<file path="src/rtl/serial_adder_if.sv">
// Operand/result handshake bundle for serial_adder.
// SERIAL_ADDER_SUB_EN adds the sub_i request line.
interface serial_adder_if #(
  parameter int WIDTH = 8
);
  logic             valid_i;
  logic             ready_o;
  logic [WIDTH-1:0] a_i;
  logic [WIDTH-1:0] b_i;
  logic             c_in_i;
  logic             valid_o;
  logic             ready_i;
  logic [WIDTH-1:0] res_o;
  logic             c_out_o;
`ifdef SERIAL_ADDER_SUB_EN
  logic             sub_i;

  modport slave (
    input  valid_i, a_i, b_i, c_in_i, ready_i, sub_i,
    output ready_o, valid_o, res_o, c_out_o
  );
  modport master (
    output valid_i, a_i, b_i, c_in_i, ready_i, sub_i,
    input  ready_o, valid_o, res_o, c_out_o
  );
`else
  modport slave (
    input  valid_i, a_i, b_i, c_in_i, ready_i,
    output ready_o, valid_o, res_o, c_out_o
  );
  modport master (
    output valid_i, a_i, b_i, c_in_i, ready_i,
    input  ready_o, valid_o, res_o, c_out_o
  );
`endif
endinterface

</file>
<file path="src/rtl/serial_adder.sv">
// Bit-serial WIDTH-bit adder around a single full_adder, LSB first.
// Define SERIAL_ADDER_SUB_EN to enable subtraction via sub_i.
module full_adder (
  input  logic a_i,
  input  logic b_i,
  input  logic c_i,
  output logic s_o,
  output logic c_o
);
  assign s_o = a_i ^ b_i ^ c_i;
  assign c_o = (a_i & b_i) | (a_i & c_i) | (b_i & c_i);
endmodule

// state | meaning
// IDLE  | ready_o=1, waiting for operands; last result held
// RUN   | one operand bit per edge through full_adder
// DONE  | valid_o=1, result held until ready_i
module serial_adder #(
  parameter int WIDTH = 8
) (
  input  logic              clk_i,
  input  logic              rst_i,
  serial_adder_if.slave     bus
);
  localparam int CNT_W = $clog2(WIDTH);

  typedef enum logic [1:0] {IDLE, RUN, DONE} state_t;

  state_t           state_q, state_d;
  logic [WIDTH-1:0] a_sh_q, a_sh_d;
  logic [WIDTH-1:0] b_sh_q, b_sh_d;
  logic [WIDTH-1:0] res_q, res_d;
  logic             carry_q, carry_d;
  logic [CNT_W-1:0] cnt_q, cnt_d;
  logic             fa_s, fa_c;
  logic             sub_req;

`ifdef SERIAL_ADDER_SUB_EN
  assign sub_req = bus.sub_i;
`else
  assign sub_req = 1'b0;
`endif

  full_adder u_fa (
    .a_i (a_sh_q[0]),
    .b_i (b_sh_q[0]),
    .c_i (carry_q),
    .s_o (fa_s),
    .c_o (fa_c)
  );

  always_ff @(posedge clk_i or posedge rst_i) begin
    if (rst_i) begin
      state_q <= IDLE;
      a_sh_q  <= '0;
      b_sh_q  <= '0;
      res_q   <= '0;
      carry_q <= 1'b0;
      cnt_q   <= '0;
    end else begin
      state_q <= state_d;
      a_sh_q  <= a_sh_d;
      b_sh_q  <= b_sh_d;
      res_q   <= res_d;
      carry_q <= carry_d;
      cnt_q   <= cnt_d;
    end
  end

  always_comb begin
    state_d = state_q;
    a_sh_d  = a_sh_q;
    b_sh_d  = b_sh_q;
    res_d   = res_q;
    carry_d = carry_q;
    cnt_d   = cnt_q;
    unique case (state_q)
      IDLE: begin
        if (bus.valid_i) begin
          a_sh_d  = bus.a_i;
          // Subtraction is A + ~B + 1; c_in_i is ignored in that mode.
          b_sh_d  = sub_req ? ~bus.b_i : bus.b_i;
          carry_d = sub_req ? 1'b1 : bus.c_in_i;
          cnt_d   = '0;
          state_d = RUN;
        end
      end
      RUN: begin
        res_d   = {fa_s, res_q[WIDTH-1:1]};
        carry_d = fa_c;
        a_sh_d  = a_sh_q >> 1;
        b_sh_d  = b_sh_q >> 1;
        if (cnt_q == CNT_W'(WIDTH - 1)) begin
          state_d = DONE;
        end else begin
          cnt_d = cnt_q + 1'b1;
        end
      end
      DONE: begin
        if (bus.ready_i) state_d = IDLE;
      end
      default: state_d = IDLE;
    endcase
  end

  assign bus.ready_o = (state_q == IDLE);
  assign bus.valid_o = (state_q == DONE);
  assign bus.res_o   = res_q;
  assign bus.c_out_o = carry_q;
endmodule

</file>
<file path="src/flat_wrapper.sv">
// flat-port wrapper written by rule: the top's interface ports become plain ports
module serial_adder_flat 
#(
  parameter int WIDTH = 8
)
  (clk_i, rst_i, bus_valid_i, bus_a_i, bus_b_i, bus_c_in_i, bus_ready_i, bus_ready_o, bus_valid_o, bus_res_o, bus_c_out_o);
  serial_adder_if #(.WIDTH(WIDTH)) bus_i ();
  input  logic clk_i;
  input  logic rst_i;
  input wire logic [$bits(bus_i.valid_i)-1:0] bus_valid_i;
  input wire logic [$bits(bus_i.a_i)-1:0] bus_a_i;
  input wire logic [$bits(bus_i.b_i)-1:0] bus_b_i;
  input wire logic [$bits(bus_i.c_in_i)-1:0] bus_c_in_i;
  input wire logic [$bits(bus_i.ready_i)-1:0] bus_ready_i;
  output wire logic [$bits(bus_i.ready_o)-1:0] bus_ready_o;
  output wire logic [$bits(bus_i.valid_o)-1:0] bus_valid_o;
  output wire logic [$bits(bus_i.res_o)-1:0] bus_res_o;
  output wire logic [$bits(bus_i.c_out_o)-1:0] bus_c_out_o;
  assign bus_i.valid_i = bus_valid_i;
  assign bus_i.a_i = bus_a_i;
  assign bus_i.b_i = bus_b_i;
  assign bus_i.c_in_i = bus_c_in_i;
  assign bus_i.ready_i = bus_ready_i;
  assign bus_ready_o = bus_i.ready_o;
  assign bus_valid_o = bus_i.valid_o;
  assign bus_res_o = bus_i.res_o;
  assign bus_c_out_o = bus_i.c_out_o;
  serial_adder #(.WIDTH(WIDTH)) u_core (.clk_i(clk_i), .rst_i(rst_i), .bus(bus_i));
endmodule
</file>
<file path="config.mk">
export PLATFORM = sky130hd
export DESIGN_NAME = serial_adder_flat
export DESIGN_NICKNAME = d
export VERILOG_FILES = /design/src/rtl/serial_adder_if.sv /design/src/rtl/serial_adder.sv /design/src/flat_wrapper.sv
export SDC_FILE = /design/constraint.sdc
export NUM_CORES = 1
export LEC_CHECK = 0
export CORE_MARGIN = 2
export CORE_UTILIZATION = 50
export CTS_CLUSTER_SIZE = 25
export DETAILED_ROUTE_END_ITERATION = 16
export DONT_BUFFER_PORTS = 1
export PLACE_DENSITY_LB_ADDON = 0.08
export SLEW_MARGIN = 5
export SYNTH_ARGS = -nofsm -noshare
export SYNTH_HDL_FRONTEND = slang
export SYNTH_HIERARCHICAL = 1
export SYNTH_SLANG_ARGS = --single-unit
</file>
<file path="constraint.sdc">
create_clock -name clk_i -period 3.5 [get_ports clk_i]
set_input_delay 0.525 -clock clk_i [delete_from_list [all_inputs] [get_ports clk_i]]
set_output_delay 0.525 -clock clk_i [all_outputs]
set_load 0.03 [all_outputs]
</file>
# Yosys cells after proc, flatten, opt, wreduce, memory -nomap -nowiden
# Index checks and enable logic that the tools add are counted.
# W data, S select, Z words.
[word_totals] out_inout_bits=11 input_bits=21 reg_bits=30 wordCells=39
[classes] n_addsub=1 reduce_logical=5 n_eq_ne=7 mux=13 n_bitwise=7
[ops] cell="$pmux W8 S2" n=2
[ops] cell="$mux W8" n=2
[ops] cell="$mux W2" n=3
[ops] cell="$mux W3" n=2
[ops] cell="$ne A2 B2 Y1 const B" n=3
[ops] cell="$pmux W2 S3" n=1
[ops] cell="$pmux W3 S2" n=1
[ops] cell="$reduce_and A3 Y1" n=2
[ops] cell="$add A3 B1 Y3 const B" n=1
[ops] cell="$and A1 B1 Y1" n=3
[ops] cell="$eq A3 B3 Y1 const B" n=1
[ops] cell="$eq A2 B1 Y1 const B" n=1
[ops] cell="$eq A2 B2 Y1 const B" n=1
[ops] cell="$logic_not A2 Y1" n=1
[ops] cell="$ne A2 B1 Y1 const B" n=1
[ops] cell="$or A1 B1 Y1" n=2
[ops] cell="$pmux W1 S2" n=1
[ops] cell="$reduce_and A2 Y1" n=1
[ops] cell="$reduce_bool A2 Y1" n=1
[ops] cell="$xor A1 B1 Y1" n=2
[ops] cell="$mux W1" n=1

# Logic depth before layout (Yosys ltp)
# Gate-level depths: netlist of the first run.
[logic_depth] word_depth=4 depth_mapped=4 depth_no_buf=4

# Cells and area by module
# Netlist of the first run, hierarchy kept.
[modules_own_cells] module="serial_adder" area_each_um2=1512.7 seq_area_each_um2=750.7 cells_per_inst=131 n_inst=1
[modules_own_cells] module="full_adder" area_each_um2=20.0 seq_area_each_um2=0.0 cells_per_inst=1 n_inst=1

# Worst setup path before layout of the first run
# No wires, ideal clock.
[synth_timing] path_type="flip-flop to output port" start="register u_core.state_q[1]" end="output port bus_valid_o" path_slack_ps=1889 arrival_ps=1086 n_path_buf=1 required_ps=2975 stages_incl_launch_ff=3 cell_sequence="dfrtp_1 buf_2 nor2b_1"
[synth_via] elab_chain_cells=1
[synth_rtl] item="from (decl)" line="serial_adder.sv:29" rtl="state_t state_q, state_d;"
[synth_rtl] item="from (signal assigned)" line="serial_adder.sv:61" rtl="state_q <= state_d;"
[synth_rtl] item="$eq A2 B2 Y1" line="serial_adder.sv:107" rtl="assign bus.valid_o = (state_q == DONE);"
[synth_rtl] item="to (decl)" line="flat_wrapper.sv:16" rtl="output wire logic [$bits(bus_i.valid_o)-1:0] bus_valid_o;"
# No other way between the ends.

# Worst setup path in the final report of the first run
# Same ends and word-level chain as after synthesis.

==> run metrics, run 1 <==
Achievable Freq 0.401 GHz; Slew Viols, Final 0; Initial Util 51.5%; first-pass GRT wire length 4630 µm; Syn Nets 156; NumNets Final 153; Post-Synth XOR/XNOR Area 0%; Critical Path Source Type flip-flop; largest net degree at the start of global routing 38; port buffer count 0; peak supply drop 323 µV; Total Routing Usage GR 18.2%; Simple-Gate Fraction of Synth Area 19.8%; ANT nets after route 0; slowest cell on the critical path dfrtp_1; maximum fanout along the worst path 33; CP bufs+invs 0; commonest non-fill, non-tap cell in the layout dfrtp_1; Yosys top cell area share 49.0%; crit end category output port; Area contributors post-synth dfrtp_1 (49%), nor4b_1 (7.4%), mux2_4 (6.9%); Slew headroom 25.5%; Syn Area/Cell 11.6 µm²; Synth cell types 26; Power, Total 1510 µW; number of max-cap violations 0; Synth Register Bits 30; Final Hold Vio Count 0; CTS tree done; post-synthesis sequential area ratio 49.0%; n_diodes 0; via count of the first global-routing pass 974; Resize count post-CTS 0; GRT overflow 0; CP delay by family, top flip-flops; Reg-to-Reg Start u_core/state_q[0]$_DFFE_PP0P_; # rows 20; Root Driver clkbuf_4; Hold Path Class primary input to flip-flop; mux share of post-synthesis cell area 7.59%; R2R Setup Slk 1.36 ns; CTS sink count 30; core area 2980 µm²; DIE AREA 3520 µm²; ordered list of cells on the worst path nor2b_1; Gate Count Post-Synth 132; antenna violations before repair 0; Worst-Skew Late Latency 0.33 ns; Synth Area in Compound Gates 12.2%; Post-CTS Setup Inserts 0; clk slew on worst S/H paths 0.09 ns; Power per Cell Area 958 nW/µm²; Hold WS 0.347 ns; DR vias/cell 6.13; hold_sp bus_valid_i; detailed-route wire length 2810 µm; CP arrival 1.97 ns; Post-DP HPWL 1740 µm; Ys Warns 6; most frequent cells in the layout dfrtp_1 (30), inv_1 (18), nor4b_1 (13), nor3b_1 (13), a211oi_1 (12); Slew @ Worst Pin 1.12 ns; Die Wd 59.4 µm; clock buffer depth 2; CP Data Required Time 2.97 ns; Synth Cell Area 1530 µm²; leakage power figure 0.000729 µW; TNS Setup 0 ns; main combinational cell family by area after synthesis simple AND/OR/NAND/NOR gates; Vias 999; Period minus WS final 2.49 ns; DRT iter0 DRCs 39; hold buffers post-CTS 0; endpoints failing setup 0; Tcrit/Tclk final 71.3%; Worst Setup SP u_core/state_q[1]$_DFFE_PP0P_; Chip Height 59.4 µm; post-route clock skew 0.00610 ns; IO Pins 32; crit path kind flip-flop to output port; adder-cell share of the synthesized area 2.94%; share of cells above drive strength 1 13.8%; CTS HTree Levels 2; cts bufs inserted 5; outcome finished, final reports clean; router iterations before antenna repair 4; post-synth top area cell dfrtp_1; DRC viols 0; RSZ-0062 raised after global routing false; DR WL/cell 17.2 µm; slowest stage delay, CP 1.04 ns; area grow syn2layout 3.02%; gpl congestion 0.650
==> cells by family (layout without fill, tap and decap cells) <==
group,after synthesis,in the layout
multiplexers,8,8
AND/OR/NAND/NOR,39,39
AO/OA/AOI/OAI,23,23
buffers and inverters,29,27
flip-flops,30,30
adder cells (fa/ha/maj),3,3
==> state kept, by name, indices dropped and copies added, names as in the netlist <==
signal,count
u_core/b_sh_q,8
u_core/bus.res_o,8
u_core/a_sh_q,8
u_core/cnt_q,3
u_core/state_q,2
u_core/bus.c_out_o,1
==> where the power goes <==
group	internal (µW)	switching (µW)	total, µW	leakage [µW]
Sequential	509	272	781	0.000350
Clock	97.2	116	213	0.0000353
Combinational	301	218	519	0.000343
==> routing by layer <==
layer  track usage (%)  vias to the layer above  wire length [µm]
met4              6.82                        0                51
met3              7.21                        6               162
met1              23.5                      491              1270
met5                 0                        -                 0
li1                  -                      474                 -
met2              27.5                       28              1320
==> per-stage QoR <==
step / instances / area (µm²) / setup WS [ns] / utilization [%]
finish: 163 / 1580 / 1.01 / 53.0
detailed placement: 155 / 1520 / 1.36 / 51.0
global route: 163 / 1580 / 0.839 / 53.0
CTS: 163 / 1580 / 0.993 / 53.0
floorplan: 132 / 1530 / 1.89 / -
global placement: 155 / 1520 / 1.40 / 51.0
==> final timing paths <==
| path | endpoint | depth (start not counted) |
|---|---|---|
| setup / recovery | bus_valid_o | 1 |
| hold / removal | u_core/state_q[0]$_DFFE_PP0P_ | 2 |
| setup reg to reg | u_core/a_sh_q[4]$_DFFE_PP0P_ | 3 |
| hold reg to reg | u_core/b_sh_q[7]$_DFFE_PP0P_ | 1 |
| max in group asynchronous | u_core/state_q[1]$_DFFE_PP0P_ | 1 |
| min in group asynchronous | u_core/b_sh_q[0]$_DFFE_PP0P_ | 1 |
==> synthesized netlist by cell type <==
| cell | count |
|---|---|
| mux2_4 | 7 |
| inv_1 | 18 |
| a221oi_1 | 1 |
| and3_1 | 3 |
| nor2_2 | 1 |
| ha_1 | 2 |
| a222oi_1 | 2 |
| mux2_2 | 1 |
| nor3b_1 | 13 |
| buf_4 | 2 |
| clkbuf_1 | 3 |
| nor4bb_1 | 2 |
| and2b_4 | 1 |
| a211oi_1 | 12 |
| nand2b_1 | 2 |
| a211o_1 | 3 |
| fa_1 | 1 |
| dfrtp_1 | 30 |
| nor2b_1 | 4 |
| buf_2 | 5 |
| a22o_1 | 1 |
| nor4b_1 | 13 |
| buf_6 | 1 |
| o21bai_1 | 1 |
| a32o_1 | 2 |
| a21oi_1 | 1 |
==> layout make-up <==
| cell class | count | area, µm² |
|---|---|---|
| clock buffer | 7 | 55.1 |
| clock inverter | 1 | 5.00 |
| fill | 274 | 1400 |
| inverter | 18 | 67.6 |
| multi-input combinational | 73 | 652 |
| sequential | 30 | 751 |
| tap | 33 | 41.3 |
| timing repair buffer | 1 | 7.51 |
Note: power is estimated with default switching activity, not from simulation.
==> run 2, diff against run 1 <==
==> constraint.sdc (replaced) <==
create_clock -name clk_i -period 2.05 [get_ports clk_i]
set_input_delay 0.3075 -clock clk_i [delete_from_list [all_inputs] [get_ports clk_i]]
set_output_delay 0.3075 -clock clk_i [all_outputs]
set_load 0.03 [all_outputs]
==> run 2 against run 1 <==
Net effect: critical path depth stayed put; clock-buffer cell count did not move; cell count is 2.5% higher; largest cell class unchanged; setup slack got worse by 0.69 ns; register-to-register slack worse by 0.86 ns; worst hold slack worse by 0.22 ns; utilization grew 0.84 points; first-iteration DRC count did not move.
==> run metrics, run 2 (synthesis gave the netlist of run 1 again) <==
outcome finished, final reports clean; ordered list of cells on the worst path nor2_2; GRT overflow 0 (unchanged); Root Driver clkbuf_4; Post-DP HPWL 1830 µm (+4.8%); Tcrit/Tclk final 84.7%; IO Pins 32 (unchanged); Total Routing Usage GR 18.5% (+0.32 points); cts bufs inserted 5 (unchanged); M1 WL 1340 µm (+5.2%); Die Wd 59.4 µm (unchanged); Slew Viols, Final 0 (unchanged); met3 wire length 126 µm (-22%); DIE AREA 3520 µm² (unchanged); DR vias/cell 6.12 (-0.15%); DP Worst Slack 0.527 ns (-0.828 ns); largest net degree at the start of global routing 37 (-2.6%); CTS HTree Levels 2 (unchanged); Final Util 53.9% (+0.84 points); CP Data Required Time 1.74 ns (-1.23 ns); Reg-to-Reg Start u_core/state_q[1]$_DFFE_PP0P_; core area 2980 µm² (unchanged); share of cells above drive strength 1 14.9% (+1.1 points); crit end category output port; ANT nets after route 0 (unchanged); post-route clock skew 0.00648 ns (+0.000386 ns); DRT iter0 DRCs 39 (unchanged); R2R Setup Slk 0.50 ns (-0.86 ns); via count of the first global-routing pass 1033 (+6.1%); CTS sink count 30 (unchanged); Power per Cell Area 1590 nW/µm² (+66%); NumNets Final 158 (+3.3%); TNS Setup 0 ns (unchanged); RSZ-0062 raised after global routing false; top sig layer met4; Initial Util 51.5% (unchanged); CTS tree done; detailed-route wire length 2830 µm (+0.82%); DP Cell Count 159 (+2.6%); endpoints failing setup 0 (unchanged); clk slew on worst S/H paths 0.09 ns (about the same); slowest cell on the critical path dfrtp_1; # rows 20 (unchanged); DR WL/cell 17.0 µm (-1.6%); R2R Path End u_core/b_sh_q[0]$_DFFE_PP0P_; Final Hold Vio Count 0 (unchanged); maximum fanout along the worst path 17 (-48%); gpl congestion 0.682 (+4.9%); routed wl met2 1330 µm (+0.91%); port buffer count 0 (unchanged); Non-Filler Instances 167 (+2.5%); Hold Path Class primary input to flip-flop; DRC viols 0 (unchanged); Slew headroom 63.1% (+38 points); number of max-cap violations 0 (unchanged); Critical Path Source Type flip-flop; router iterations before antenna repair 5 (+1); Worst-Skew Late Latency 0.31 ns (-0.02 ns); leakage power figure 0.000743 µW (+2.0%); CP bufs+invs 0 (unchanged); worst reg2reg path depth 3 (unchanged); most frequent cells in the layout dfrtp_1 (30), inv_1 (18), nor4b_1 (13), nor3b_1 (13), a211oi_1 (12); Vias 1022 (+2.3%); clock buffer depth 2 (unchanged); CP Depth 1 (unchanged); Worst Setup SP u_core/state_q[1]$_DFFE_PP0P_; Achievable Freq 0.576 GHz; worst setup margin 0.313 ns (-0.693 ns); antenna violations before repair 0 (unchanged); CP arrival 1.43 ns (-0.54 ns); crit path kind flip-flop to output port; commonest non-fill, non-tap cell in the layout dfrtp_1; CP delay by family, top flip-flops; first-pass GRT wire length 4770 µm (+3.1%); Chip Height 59.4 µm (unchanged); n_diodes 0 (unchanged); peak supply drop 551 µV (+71%); Period minus WS final 1.74 ns; Setup crit end bus_ready_o; area grow syn2layout 4.65%; Hold WS 0.129 ns (-0.218 ns); slowest stage delay, CP 0.57 ns (-0.47 ns); Slew @ Worst Pin 0.553 ns (-0.564 ns)
==> run 2: worst min-delay path by stage <==
stage | startpoint | end | slack (ns) | depth (start not counted)
after global routing | bus_valid_i | u_core/state_q[0]$_DFFE_PP0P_ | 0.11 | 2
final | bus_valid_i | u_core/state_q[0]$_DFFE_PP0P_ | 0.13 | 2
after detailed placement | rst_i | u_core/bus.res_o[7]$_DFFE_PP0N_ | 0.29 | 2
after floorplan | rst_i | u_core/a_sh_q[0]$_DFFE_PP0P_ | 0.40 | 1
after CTS | bus_valid_i | u_core/state_q[0]$_DFFE_PP0P_ | 0.11 | 2
after global placement | rst_i | u_core/bus.res_o[7]$_DFFE_PP0N_ | 0.29 | 2
==> run 2: metal layers <==
metal / vias up / GRT usage (%)
met5: - / 0
met4: 0 / 7.79
met3: 4 / 6.33
met2: 22 / 28.7
met1: 516 / 23.5
li1: 480 / -
==> run 2: timing repair <==
item | in CTS | in global routing
hold buffers | 1 | 0
gates resized for setup | 0 | 0
setup endpoints to repair | 0 | 0
endpoints found under the hold margin | 30 | 0
buffers inserted | 0 | 0
==> run 2: stage by stage <==
step           total power [µW]  cell area [µm²]
4_1_cts                    2580             1600
2_1_floorplan              2100             1530
5_1_grt                    2770             1600
6_report                   2550             1600
3_3_place_gp               2220             1550
3_5_place_dp               2250             1550
==> run 2: layout make-up <==
type / count / area [µm²]
Fill cell: 295 / 1370
Tap cell: 33 / 41.3
Inverter: 18 / 67.6
Timing Repair Buffer: 6 / 47.5
Clock buffer: 7 / 45.0
Sequential cell: 30 / 751
Multi-Input combinational cell: 73 / 652
==> run 2: where the power goes <==
group | switching [µW] | total, µW | internal, µW
clock network | 180 | 309 | 129
registers | 379 | 1250 | 871
logic | 461 | 992 | 531
==> run 3, diff against run 2 <==
==> constraint.sdc (replaced) <==
create_clock -name clk_i -period 1.7 [get_ports clk_i]
set_input_delay 0.255 -clock clk_i [delete_from_list [all_inputs] [get_ports clk_i]]
set_output_delay 0.255 -clock clk_i [all_outputs]
set_load 0.03 [all_outputs]
==> run 3 against run 2 <==
Net effect: combinational power up 32%; sequential power up 18%; first-iteration DRC count up 7.7%; die area unchanged; clock-buffer cell count unchanged; utilization up 2.1 points; flip-flop and latch count unchanged; cell count up 3.0%; sequential share of layout area down 1.7 points; largest power group unchanged.
==> run metrics, run 3 (synthesis gave the netlist of run 1 again) <==
outcome finished, final reports clean; leakage power figure 0.000778 µW (+4.6%); number of max-cap violations 0 (unchanged); NumNets Final 162 (+2.5%); router iterations before antenna repair 4 (-1); cts bufs inserted 5 (unchanged); most frequent cells in the layout dfrtp_1 (30), inv_1 (18), nor4b_1 (13), nor3b_1 (13), a211oi_1 (12); core area 2980 µm² (unchanged); gpl congestion 0.729 (+6.9%); Critical Path Source Type flip-flop; worst setup margin 0.0584 ns (-0.255 ns); CP arrival 1.39 ns (-0.04 ns); crit path kind flip-flop to output port; antenna violations before repair 0 (unchanged); Final Util 55.9% (+2.1 points); share of cells above drive strength 1 18.7% (+3.8 points); endpoints failing setup 0 (unchanged); DP Worst Slack 0.246 ns (-0.282 ns); maximum fanout along the worst path 35 (+18); DRC viols 0 (unchanged); Achievable Freq 0.609 GHz; Vias 1031 (+0.88%); Worst-Skew Late Latency 0.33 ns (+0.02 ns); Tcrit/Tclk final 96.6%; Die Wd 59.4 µm (unchanged); Root Driver clkbuf_4; DR vias/cell 5.99 (-2.1%); # rows 20 (unchanged); Initial Util 51.5% (unchanged); Post-DP HPWL 1790 µm (-1.9%); Total Routing Usage GR 18.4% (-0.16 points); clock buffer depth 2 (unchanged); Slew Viols, Final 0 (unchanged); routed wl met2 1270 µm (-4.9%); peak supply drop 699 µV (+27%); detailed-route wire length 2820 µm (-0.25%); top sig layer met4; CTS sink count 30 (unchanged); DIE AREA 3520 µm² (unchanged); Filler cells 267 (-9.5%); met3 wire length 161 µm (+28%); CP Data Required Time 1.44 ns (-0.30 ns); CTS tree done; GRT overflow 0 (unchanged); port buffer count 0 (unchanged); Final Hold Vio Count 0 (unchanged); Power per Cell Area 1930 nW/µm² (+22%); Power, Total 3220 µW (+26%); Period minus WS final 1.64 ns; CTS HTree Levels 2 (unchanged); Hold Path Class primary input to flip-flop; M1 WL 1350 µm (+1.0%); via count of the first global-routing pass 1058 (+2.4%); first-pass GRT wire length 4750 µm (-0.57%); commonest non-fill, non-tap cell in the layout dfrtp_1; DR WL/cell 16.4 µm (-3.1%); n_diodes 0 (unchanged); RSZ-0062 raised after global routing true; Chip Height 59.4 µm (unchanged); area grow syn2layout 8.65%; DRT iter0 DRCs 42 (+7.7%); clk slew on worst S/H paths 0.10 ns (about the same); ANT nets after route 0 (unchanged); IO Pins 32 (unchanged); TNS Setup 0 ns (unchanged); Hold WS 0.0624 ns (-0.0666 ns); largest net degree at the start of global routing 36 (-2.7%); post-route clock skew 0.0127 ns (+0.00623 ns); Slew headroom 61.4% (-1.7 points); Post-CTS Setup Inserts 0 (unchanged); Slew @ Worst Pin 0.578 ns (+0.0245 ns); crit end category output port
-- run 3: power breakdown --
| part | switching (µW) | total, µW | internal, µW |
|---|---|---|---|
| clock network | 237 | 437 | 200 |
| registers | 420 | 1470 | 1050 |
| logic | 601 | 1310 | 711 |
| total | 1260 | 3220 | 1960 |
-- run 3: worst max-delay path, stage by stage, from the launching register on --
cell	delay, ns
dfrtp_1	0.41
buf_4	0.24
nor2_2	0.25
buf_12	0.16
-- run 3: what timing repair did --
item                                    4_1_cts  5_1_grt
endpoints found under the setup margin        0        2
hold buffers                                  1        0
hold endpoints to repair                     30        0
resized for setup                             0        1
-- run 3: through the flow --
| stage | instances | cell area (µm²) |
|---|---|---|
| floorplan | 132 | 1530 |
| global placement | 163 | 1590 |
| detailed placement | 163 | 1590 |
| CTS | 172 | 1660 |
| global route | 172 | 1670 |
| finish | 172 | 1670 |
-- run 3: path summary, 6_finish.rpt --
kind                                              endpoint  slack [ns]                          start  cells past startpoint
min in group asynchronous  u_core/bus.res_o[3]$_DFFE_PP0N_        0.44                          rst_i                      3
setup reg to reg               u_core/cnt_q[0]$_DFFE_PP0P_        0.21    u_core/cnt_q[0]$_DFFE_PP0P_                      4
hold reg to reg               u_core/a_sh_q[7]$_DFFE_PP0P_        0.50   u_core/a_sh_q[7]$_DFFE_PP0P_                      1
hold / removal               u_core/state_q[0]$_DFFE_PP0P_        0.06                    bus_valid_i                      2
setup / recovery                               bus_ready_o        0.06  u_core/state_q[0]$_DFFE_PP0P_                      3
max in group asynchronous     u_core/a_sh_q[4]$_DFFE_PP0P_        0.98                          rst_i                      3
-- run 3: routing by layer --
layer  global-route usage, %  up-vias
met3                    5.68        5
met2                    28.4       24
met1                    23.3      508
li1                        -      494
met5                       0        -
met4                    8.77        0
-- run 3: layout make-up --
type                            instances  area [µm²]  share of cell area (%)
Tap cell                               33        41.3                    2.48
Sequential cell                        30         751                    45.1
Clock inverter                          1        5.00                   0.301
Multi-Input combinational cell         73         652                    39.1
Clock buffer                            7        55.1                    3.31
Inverter                               18        67.6                    4.06
Timing Repair Buffer                   10        93.8                    5.63
